`src/rtl/cu_pkg.sv`:
```
// Control-unit shared types: sequencer FSM states and microcode condition selects.
// Pure declarations; no logic, latency or flow control of its own.
package cu_pkg;

    typedef enum logic [1:0] {
        IDLE = 2'd0,
        RUN  = 2'd1,
        DONE = 2'd2
    } seq_state_t;

    localparam logic [1:0] COND_NEVER  = 2'd0;
    localparam logic [1:0] COND_ALWAYS = 2'd1;
    localparam logic [1:0] COND_Z      = 2'd2;
    localparam logic [1:0] COND_NZ     = 2'd3;

endpackage

```
`src/rtl/ret_stack.sv`:
```
// Return-address LIFO; push/pop commit on the clock edge, dout shows the current top.
// Caller must not push when full or pop when empty; such requests are dropped.
module ret_stack #(
    parameter int DEPTH = 4,
    parameter int W     = 16
) (
    input  logic         clk,
    input  logic         reset,
    input  logic         clr,
    input  logic         push,
    input  logic         pop,
    input  logic [W-1:0] din,
    output logic [W-1:0] dout,
    output logic         empty,
    output logic         full
);

    localparam int PW = $clog2(DEPTH) + 1;
    localparam logic [PW-1:0] FULL_CNT = PW'(DEPTH);

    logic [PW-1:0]   r_cnt;
    logic [W-1:0]    r_mem [DEPTH];
    logic [PW-2:0]   w_wr_idx;
    logic [PW-2:0]   w_top_idx;

    assign w_wr_idx  = r_cnt[PW-2:0];
    // Wraps to DEPTH-1 when empty; dout is unused in that case.
    assign w_top_idx = r_cnt[PW-2:0] - 1'b1;
    assign empty     = (r_cnt == '0);
    assign full      = (r_cnt == FULL_CNT);
    assign dout      = r_mem[w_top_idx];

    always_ff @(posedge clk or posedge reset) begin
        if (reset) begin
            r_cnt <= '0;
        end else if (clr) begin
            r_cnt <= '0;
        end else if (push && !full) begin
            r_cnt <= r_cnt + 1'b1;
        end else if (pop && !empty) begin
            r_cnt <= r_cnt - 1'b1;
        end
    end

    always_ff @(posedge clk) begin
        if (push && !full) begin
            r_mem[w_wr_idx] <= din;
        end
    end

endmodule

```
`src/rtl/micro_sequencer.sv`:
```
// Microprogram sequencer: owns the uPC, resolves branch/call/return/halt each cycle.
// One uPC update per unstalled RUN cycle; stall freezes uPC, stack, state and stack_err.
module micro_sequencer
    import cu_pkg::*;
#(
    parameter int                ADDR_W      = 16,
    parameter int                STACK_DEPTH = 4,
    parameter logic [ADDR_W-1:0] START_ADDR  = '0
) (
    input  logic              clk,
    input  logic              reset,
    input  logic              start,
    input  logic              stall,
    input  logic              z_flag,
    input  logic [1:0]        condition,
    input  logic              BT,
    input  logic              call,
    input  logic              ret,
    input  logic              halt,
    input  logic [ADDR_W-1:0] jump_addr,
    output logic [ADDR_W-1:0] reg_out,
    output logic              busy,
    output logic              done,
    output logic              stack_err
);

    seq_state_t        r_state, w_state_nxt;
    logic [ADDR_W-1:0] r_upc, w_upc_nxt;
    logic              r_err, w_err_nxt;
    logic [ADDR_W-1:0] w_upc_inc;
    logic [ADDR_W-1:0] w_ret_addr;
    logic              w_cond_true, w_taken;
    logic              w_push, w_pop, w_clr;
    logic              w_empty, w_full;

    assign w_upc_inc = r_upc + 1'b1;

    always_comb begin
        case (condition)
            COND_NEVER:  w_cond_true = 1'b0;
            COND_ALWAYS: w_cond_true = 1'b1;
            COND_Z:      w_cond_true = z_flag;
            default:     w_cond_true = !z_flag;
        endcase
    end

    assign w_taken = BT & w_cond_true;

    always_comb begin
        w_state_nxt = r_state;
        w_upc_nxt   = r_upc;
        w_err_nxt   = r_err;
        w_push      = 1'b0;
        w_pop       = 1'b0;
        w_clr       = 1'b0;
        case (r_state)
            IDLE: begin
                w_upc_nxt = START_ADDR;
                if (start) begin
                    w_state_nxt = RUN;
                    w_clr       = 1'b1;
                    w_err_nxt   = 1'b0;
                end
            end
            RUN: begin
                if (!stall) begin
                    if (halt) begin
                        w_state_nxt = DONE;
                    end else if (ret) begin
                        if (w_empty) begin
                            w_err_nxt   = 1'b1;
                            w_state_nxt = DONE;
                        end else begin
                            w_pop     = 1'b1;
                            w_upc_nxt = w_ret_addr;
                        end
                    end else if (w_taken && call) begin
                        if (w_full) begin
                            w_err_nxt   = 1'b1;
                            w_state_nxt = DONE;
                        end else begin
                            w_push    = 1'b1;
                            w_upc_nxt = jump_addr;
                        end
                    end else if (w_taken) begin
                        w_upc_nxt = jump_addr;
                    end else begin
                        w_upc_nxt = w_upc_inc;
                    end
                end
            end
            DONE: begin
                w_upc_nxt   = START_ADDR;
                w_state_nxt = IDLE;
            end
            default: begin
                w_upc_nxt   = START_ADDR;
                w_state_nxt = IDLE;
            end
        endcase
    end

    always_ff @(posedge clk or posedge reset) begin
        if (reset) begin
            r_state <= IDLE;
            r_upc   <= START_ADDR;
            r_err   <= 1'b0;
        end else begin
            r_state <= w_state_nxt;
            r_upc   <= w_upc_nxt;
            r_err   <= w_err_nxt;
        end
    end

    ret_stack #(
        .DEPTH (STACK_DEPTH),
        .W     (ADDR_W)
    ) u_ret_stack (
        .clk   (clk),
        .reset (reset),
        .clr   (w_clr),
        .push  (w_push),
        .pop   (w_pop),
        .din   (w_upc_inc),
        .dout  (w_ret_addr),
        .empty (w_empty),
        .full  (w_full)
    );

    assign reg_out   = r_upc;
    assign busy      = (r_state == RUN);
    assign done      = (r_state == DONE);
    assign stack_err = r_err;

endmodule

```
`config.mk`:
```
export PLATFORM = sky130hd
export DESIGN_NAME = micro_sequencer
export DESIGN_NICKNAME = d
export VERILOG_FILES = /design/src/rtl/cu_pkg.sv /design/src/rtl/ret_stack.sv /design/src/rtl/micro_sequencer.sv
export SDC_FILE = /design/constraint.sdc
export NUM_CORES = 1
export LEC_CHECK = 0
export CORE_ASPECT_RATIO = 2
export CORE_MARGIN = 10
export CORE_UTILIZATION = 35
export DETAILED_ROUTE_END_ITERATION = 8
export PLACE_DENSITY = 0.66
export SLEW_MARGIN = 20
export SYNTH_ARGS = -nofsm -noshare
export SYNTH_HDL_FRONTEND = slang
export SYNTH_HIERARCHICAL = 1
export SYNTH_SLANG_ARGS = --single-unit
```
`constraint.sdc`:
```
create_clock -name clk -period 4.1 [get_ports clk]
set_input_delay 0.82 -clock clk [delete_from_list [all_inputs] [get_ports clk]]
set_output_delay 0.82 -clock clk [all_outputs]
set_load 0.01 [all_outputs]
```
# --- Word-level counts from Yosys, hierarchy flattened ---
# Memory sizes are Yosys's and may differ from the RTL's.
# Index checks and enable logic that the tools add are counted.
word_totals:
  mem_bits_rw: 64
  latch_bits: 0
  elab_cells: 83
  n_memories: 1
  reg_bits: 22
  inputBits: 27
  mem_bits_ro: 0
mem_list:
  columns: ["memory", "depth", "width", "read_ports", "rd_clocked_by_memory_dff", "wr", "line", "source"]
  rows:
  - ["u_ret_stack.r_mem", 4, 16, 1, 0, 1, "ret_stack.sv:22", "logic [W-1:0] r_mem [DEPTH];"]
op_classes:
  n_bitwise: 1
  div: 0
  addsub: 4
  shift: 0
  order_cmp: 0
  n_mul: 0
  muxes: 43
  reduce_logical: 14
  n_eq_ne: 16
op_table:
  columns: ["op", "count"]
  rows:
  - ["16-bit two-way mux", 8]
  - ["1-bit two-way mux", 22]
  - ["16-bit by 1-bit adder with 16-bit output, second input constant", 1]
  - ["2-bit two-way mux", 7]
  - ["4-bit by 3-bit != test with 1-bit output, second input constant", 3]
  - ["3-bit two-way mux", 3]
  - ["3-bit by 2-bit != test with 1-bit output, second input constant", 3]
  - ["7-bit AND reduction", 1]
  - ["2-bit != test, second input constant", 3]
  - ["5-bit AND reduction", 1]
  - ["2-bit by 1-bit == test with 1-bit output, second input constant", 2]
  - ["2-bit == test, second input constant", 2]
  - ["2-bit logical NOT", 2]
  - ["4-bit != test, second input constant", 1]
  - ["2-bit case mux with 2 select lines", 1]
  - ["4-bit AND reduction", 1]
  - ["3-bit by 1-bit adder with 3-bit output, second input constant", 1]
  - ["3-bit == test, second input constant", 1]
  - ["1-bit logical AND", 3]
  - ["1-bit logical NOT", 3]
  - ["3-bit logical NOT", 1]
  - ["3-bit != test, second input constant", 1]
  - ["1-bit case mux with 3 select lines", 1]
  - ["3-bit nonzero test", 1]
  - ["other kinds (5)", 5]

# --- Depth between registers and ports, before layout ---
depth:
  depth_word: 12
  mapped_depth: 15
  depth_no_buf: 12

# --- Cells and area by module ---
# Netlist, hierarchy kept.
modules_own_cells:
  columns: ["mod", "cells_per_inst", "n_inst", "area_per_inst_um2"]
  rows:
  - ["ret_stack", 119, 1, 2626.3]
  - ["micro_sequencer", 188, 1, 1554.0]

# --- Least setup slack after synthesis ---
# No wires, ideal clock.
synth_path:
  path_kind: "input port to flip-flop"
  startpoint: "input condition[0]"
  endpoint: "register u_ret_stack.r_cnt[2]"
  setup_slack_ps: 523
  stages: 12
  path_buffers: 2
  arrival_ps: 3450
  setup_time_ps: 128
  cell_sequence: "nand3b_1 > a21o_2 > buf_2 > buf_6 > nor4b_1 > nand2_1 > xnor2_1 > ha_1 > nor3_1 > a211oi_1 > a211oi_1 > mux2_1"
synth_via:
  elab_chain_len: 12
  elab_cells_between_ends: 15
synth_rtl:
  columns: ["element", "line", "source"]
  rows:
  - ["start: declaration", "micro_sequencer.sv:15", "input logic [1:0] condition,"]
  - ["2-bit == test, or another cell as far along", "micro_sequencer.sv:39", "case (condition)"]
  - ["1-bit case mux with 3 select lines *", "micro_sequencer.sv:39", null]
  - ["1-bit AND *", "micro_sequencer.sv:47", "assign w_taken = BT & w_cond_true;"]
  - ["1-bit logical AND *", "micro_sequencer.sv:77", "end else if (w_taken && call) begin"]
  - ["1-bit two-way mux *", "micro_sequencer.sv:77", null]
  - ["1-bit two-way mux *", "micro_sequencer.sv:69", "end else if (ret) begin"]
  - ["1-bit two-way mux *", "micro_sequencer.sv:67", "if (halt) begin"]
  - ["1-bit two-way mux *", "micro_sequencer.sv:66", "if (!stall) begin"]
  - ["1-bit two-way mux *", "micro_sequencer.sv:56", "case (r_state)"]
  - ["net w_push", "micro_sequencer.sv:33", "logic w_push, w_pop, w_clr;"]
  - ["1-bit logical AND *", "ret_stack.sv:38", "end else if (push && !full) begin"]
  - ["3-bit two-way mux", "ret_stack.sv:38", null]
  - ["3-bit two-way mux", "ret_stack.sv:36", "end else if (clr) begin"]
  - ["end signal: assignment", "ret_stack.sv:39", "r_cnt <= r_cnt + 1'b1;"]
  - ["end signal: assignment", "ret_stack.sv:41", "r_cnt <= r_cnt - 1'b1;"]
  - ["end: declaration", "ret_stack.sv:21", "logic [PW-1:0] r_cnt;"]
# The timed path passes the listed nets; every way through them passes the cells marked *.
# A chain may end at the register's enable or synchronous reset.

# --- Worst setup path after layout ---
# Same ends and word-level chain as after synthesis.

==> impl_summary.log <==
INFO  metric status = completed
INFO  metric detailed_place.area = 4780 um^2
INFO  metric gr_overflow_total = 0
INFO  metric setup_violations = 0
INFO  metric p_per_area = about 660 nW/um^2
INFO  metric reg2regPathDepth = 10
INFO  metric drt_pass1_iterations = 4
INFO  metric die-width = 97.3 um
INFO  metric synth_top_area_share = 0.460
INFO  metric tritoncts = built
INFO  metric seq_power_share = 0.370
INFO  metric number_of_antenna_violations_at_the_first_check_in_global_routing = 0
INFO  metric maxSlewHeadroom = 0.474
INFO  metric io_pins = 46
INFO  metric synth_warnings = 6
INFO  metric design.core.area = 11700 um^2
INFO  metric p_int = 2.30 mW
INFO  metric clock-skew-final = 0.00946 ns
INFO  metric numClockSinks = 86
INFO  metric detailed_place_hpwl = 7.53 mm
INFO  metric cts_setup_buffers = 0
INFO  metric grt_first_pass_wirelength = 16.4 mm
INFO  metric ys_seq_elements = 86
INFO  metric path_cells = clkdlybuf4s50_1, a21bo_2, a21o_2, nor4b_1, buf_4, nand2_1, xnor2_1, ha_1, nor2_1, mux2_4, a211oi_1, mux2_1
INFO  metric fin_crit_sh = 0.770
INFO  metric crit_cells = 12
INFO  metric post_layout_nonfiller_instances = 507
INFO  metric path_clk_slew = 0.06 ns
INFO  metric initial_core_util = 0.357
INFO  metric clock_latency_on_the_worst_skew_pair = 0.34 ns
INFO  metric p_clk_frac = 0.279
INFO  metric irDropWorstVdd = roughly 280 uV
INFO  metric grt_setup_unrepaired = no
INFO  metric vias_per_cell = 5.47
INFO  metric postSynth.asyncResetShare = 0.256
INFO  metric cts-root-buf = clkbuf_16
INFO  metric timing_max_transition_violations_final = 0
INFO  metric grt_usage = 0.125
INFO  metric drtAntennaViolNets = 0
INFO  metric switching_power = 1.08 mW
INFO  metric hold_viol_final = 0
INFO  metric timing.setup.tns = 0 ns
INFO  metric max_slew.worst_pin.slew = 0.788 ns
INFO  metric ys_seq_area_frac = 0.591
INFO  metric hold_depth = 2
INFO  metric design.die.area = 17000 um^2
INFO  metric grt_start_max_net_pins = 22
INFO  metric cp_data_required_time = between 4 and 5 ns
INFO  metric n_antenna_cell = 0
INFO  metric synthMostInstantiatedCell = edfxtp_1
INFO  metric period_needed = 3.16 ns
INFO  metric syn-num-nets = 340
INFO  metric area_growth = 22.8%
INFO  metric htreeDepth = 3
INFO  metric finish.instance_area = 5130 um^2
INFO  metric ys_top_cells_by_count = edfxtp_1, dfrtp_1, a21oi_1
INFO  metric layout-drive-gt1-share = 0.174
INFO  metric timing.critical_path.slowest_stage_cell = clkdlybuf4s50_1
INFO  metric critical_path_peak_fanout = 9
INFO  metric critical_path.max_stage_delay = approximately 0.46 ns
INFO  metric floorplan.rows = 56
INFO  metric hold_buffer_count_at_cts = 0
INFO  metric achievable-frequency = 317 MHz
INFO  metric number_of_global_route_vias_before_repair = 2924
INFO  metric drv.max_cap_violation_count = 0
INFO  metric max-clock-path-buffers = 2
INFO  metric cts_resized = 0
INFO  metric number_of_vias_after_detailed_routing = ~2800
INFO  metric cts_buffers = 9
INFO  metric syn_area_per_cell = 13.6 um^2
INFO  metric crit_arrival = between 3 and 4 ns
INFO  metric synth.area.top_cells = edfxtp_1, dfrtp_1, mux4_2
INFO  metric place.gp.congestion = 0.852
INFO  metric synthDominantAreaCellType = edfxtp_1
INFO  metric crit_type = primary input to flop
INFO  metric routed_wire_length_per_instance = 20.9 um
INFO  metric number_of_drc_violations_after_detailed_routing_iteration_0 = around 320
INFO  metric synth_enable_flop_cells = 64
INFO  metric dominantRegCellSynth = edfxtp_1
INFO  metric final.fill_count = around 1100
INFO  metric timing.critical_path.max_delay_family = buffers and inverters
INFO  metric drt_drc_violations_left = 0
INFO  metric holdCritPathClass = flop to flop
INFO  metric cp-end-kind = flop
INFO  metric worstPathBufferInverterCount = 2
INFO  metric vert_die_dim = 175 um
INFO  metric post_synth_inst_count = 307
INFO  metric start_kind = primary input
INFO  metric finalCoreUtilization = 0.439
INFO  metric power.leakage = between 1.5 and 2 nW
INFO  metric netSwitchingFraction = 0.320
INFO  metric syn-cell-area = 4180 um^2
INFO  metric routed_wirelength = 10.6 mm
INFO  metric power = 3.38 mW
INFO  metric synth_cell_type_count = 64
INFO  metric p_comb_frac = 0.350
INFO  metric dp.cells = 491
INFO  metric final_net_count = 390
INFO  metric portBuffers = between 40 and 50
## power by group through the flow
stage               registers [mW]  clock network, mW  logic (mW)
CTS                           1.25              0.960        1.21
finish                        1.25              0.944        1.18
floorplan                     1.25                  0       0.795
detailed placement            1.27                  0        1.19
global placement              1.26                  0        1.17
global route                  1.27              0.987        1.29
## cells by family after synthesis
family	Yosys count	share of synthesized area
buf+inv	27	0.0320
mux	25	0.110
fa+ha+maj	6	0.0180
simple gates	83	0.116
compound gates	67	0.106
xor+xnor	13	0.0272
flops	86	0.591
## stage by stage
step	hold WS, ns	setup slack (ns)
after floorplan	0.516	0.523
after global placement	0.528	0.675
after detailed placement	0.570	0.612
after CTS	0.581	0.949
after global routing	0.619	0.708
final	0.581	0.944
## layer usage
metal  global-route usage  routed length [um]  vias to the layer above  part of all wire
li1                     -                   -                     1269                 -
met5                    0                   0                        -                 0
met4               0.0786                 448                        0             0.042
met3               0.0230                 391                       29             0.037
met2                0.235                5970                       73              0.56
met1                0.120                3790                     1400              0.36
## cell type report
| class | instances | area [um^2] | area share |
|---|---|---|---|
| clock buffer | 11 | 243 | 0.0473 |
| multi-input combinational | 194 | 1570 | 0.307 |
| clock inverter | 5 | 106 | 0.0207 |
| inverter | 14 | 52.6 | 0.0102 |
| tap | 145 | 181 | 0.0353 |
| timing repair buffer | 52 | 503 | 0.0980 |
| sequential | 86 | 2470 | 0.482 |
## placed cells by master (no fill, tap or decap), drive strengths merged, types with 3 or more instances in the layout
cell,netlist,layout
nor3,4,4
and2,4,4
mux2i,4,4
mux4,16,16
buf,10,7
nand2,19,19
a21oi,20,20
xnor2,8,8
ha,6,6
bufinv,0,3
nand2b,5,5
and3,9,9
inv,14,15
a22o,4,4
o21a,3,3
o21ai,18,18
mux2,5,5
nand4,4,4
xor2,5,5
a21o,4,4
nand3,7,7
dfrtp,22,22
clkbuf,3,11
a211oi,3,3
edfxtp,64,64
clkdlybuf4s50,0,45
nor2,15,15
## final timing paths
| kind | slack [ns] | endpoint | start |
|---|---|---|---|
| worst max-delay path | 0.94 | u_ret_stack/r_cnt[2]$_DFFE_PP0P_ | condition[0] |
| worst min-delay path | 0.58 | stack_err$_DFFE_PP0P_ | stack_err$_DFFE_PP0P_ |
| worst max register to register | 1.13 | u_ret_stack/r_cnt[0]$_DFFE_PP0P_ | u_ret_stack/r_cnt[1]$_DFFE_PP0P_ |
| worst min register to register | 0.58 | stack_err$_DFFE_PP0P_ | stack_err$_DFFE_PP0P_ |
| max in group asynchronous | 2.64 | reg_out[11]$_DFFE_PP0P_ | reset |
| min in group asynchronous | 0.68 | u_ret_stack/r_cnt[2]$_DFFE_PP0P_ | reset |
## tightest hold or removal path, cell delays in order, from the launching register on
cell     delay [ns]
dfrtp_1        0.37
a21oi_1        0.05
nor2_1         0.11
## registers in the layout (all words and copies together), names as in the netlist
signal and cells:
stack_err 1, reg_out 16, r_state 2, u_ret_stack/r_cnt 3, u_ret_stack/r_mem 64
Power figures use the tool's default switching activity.
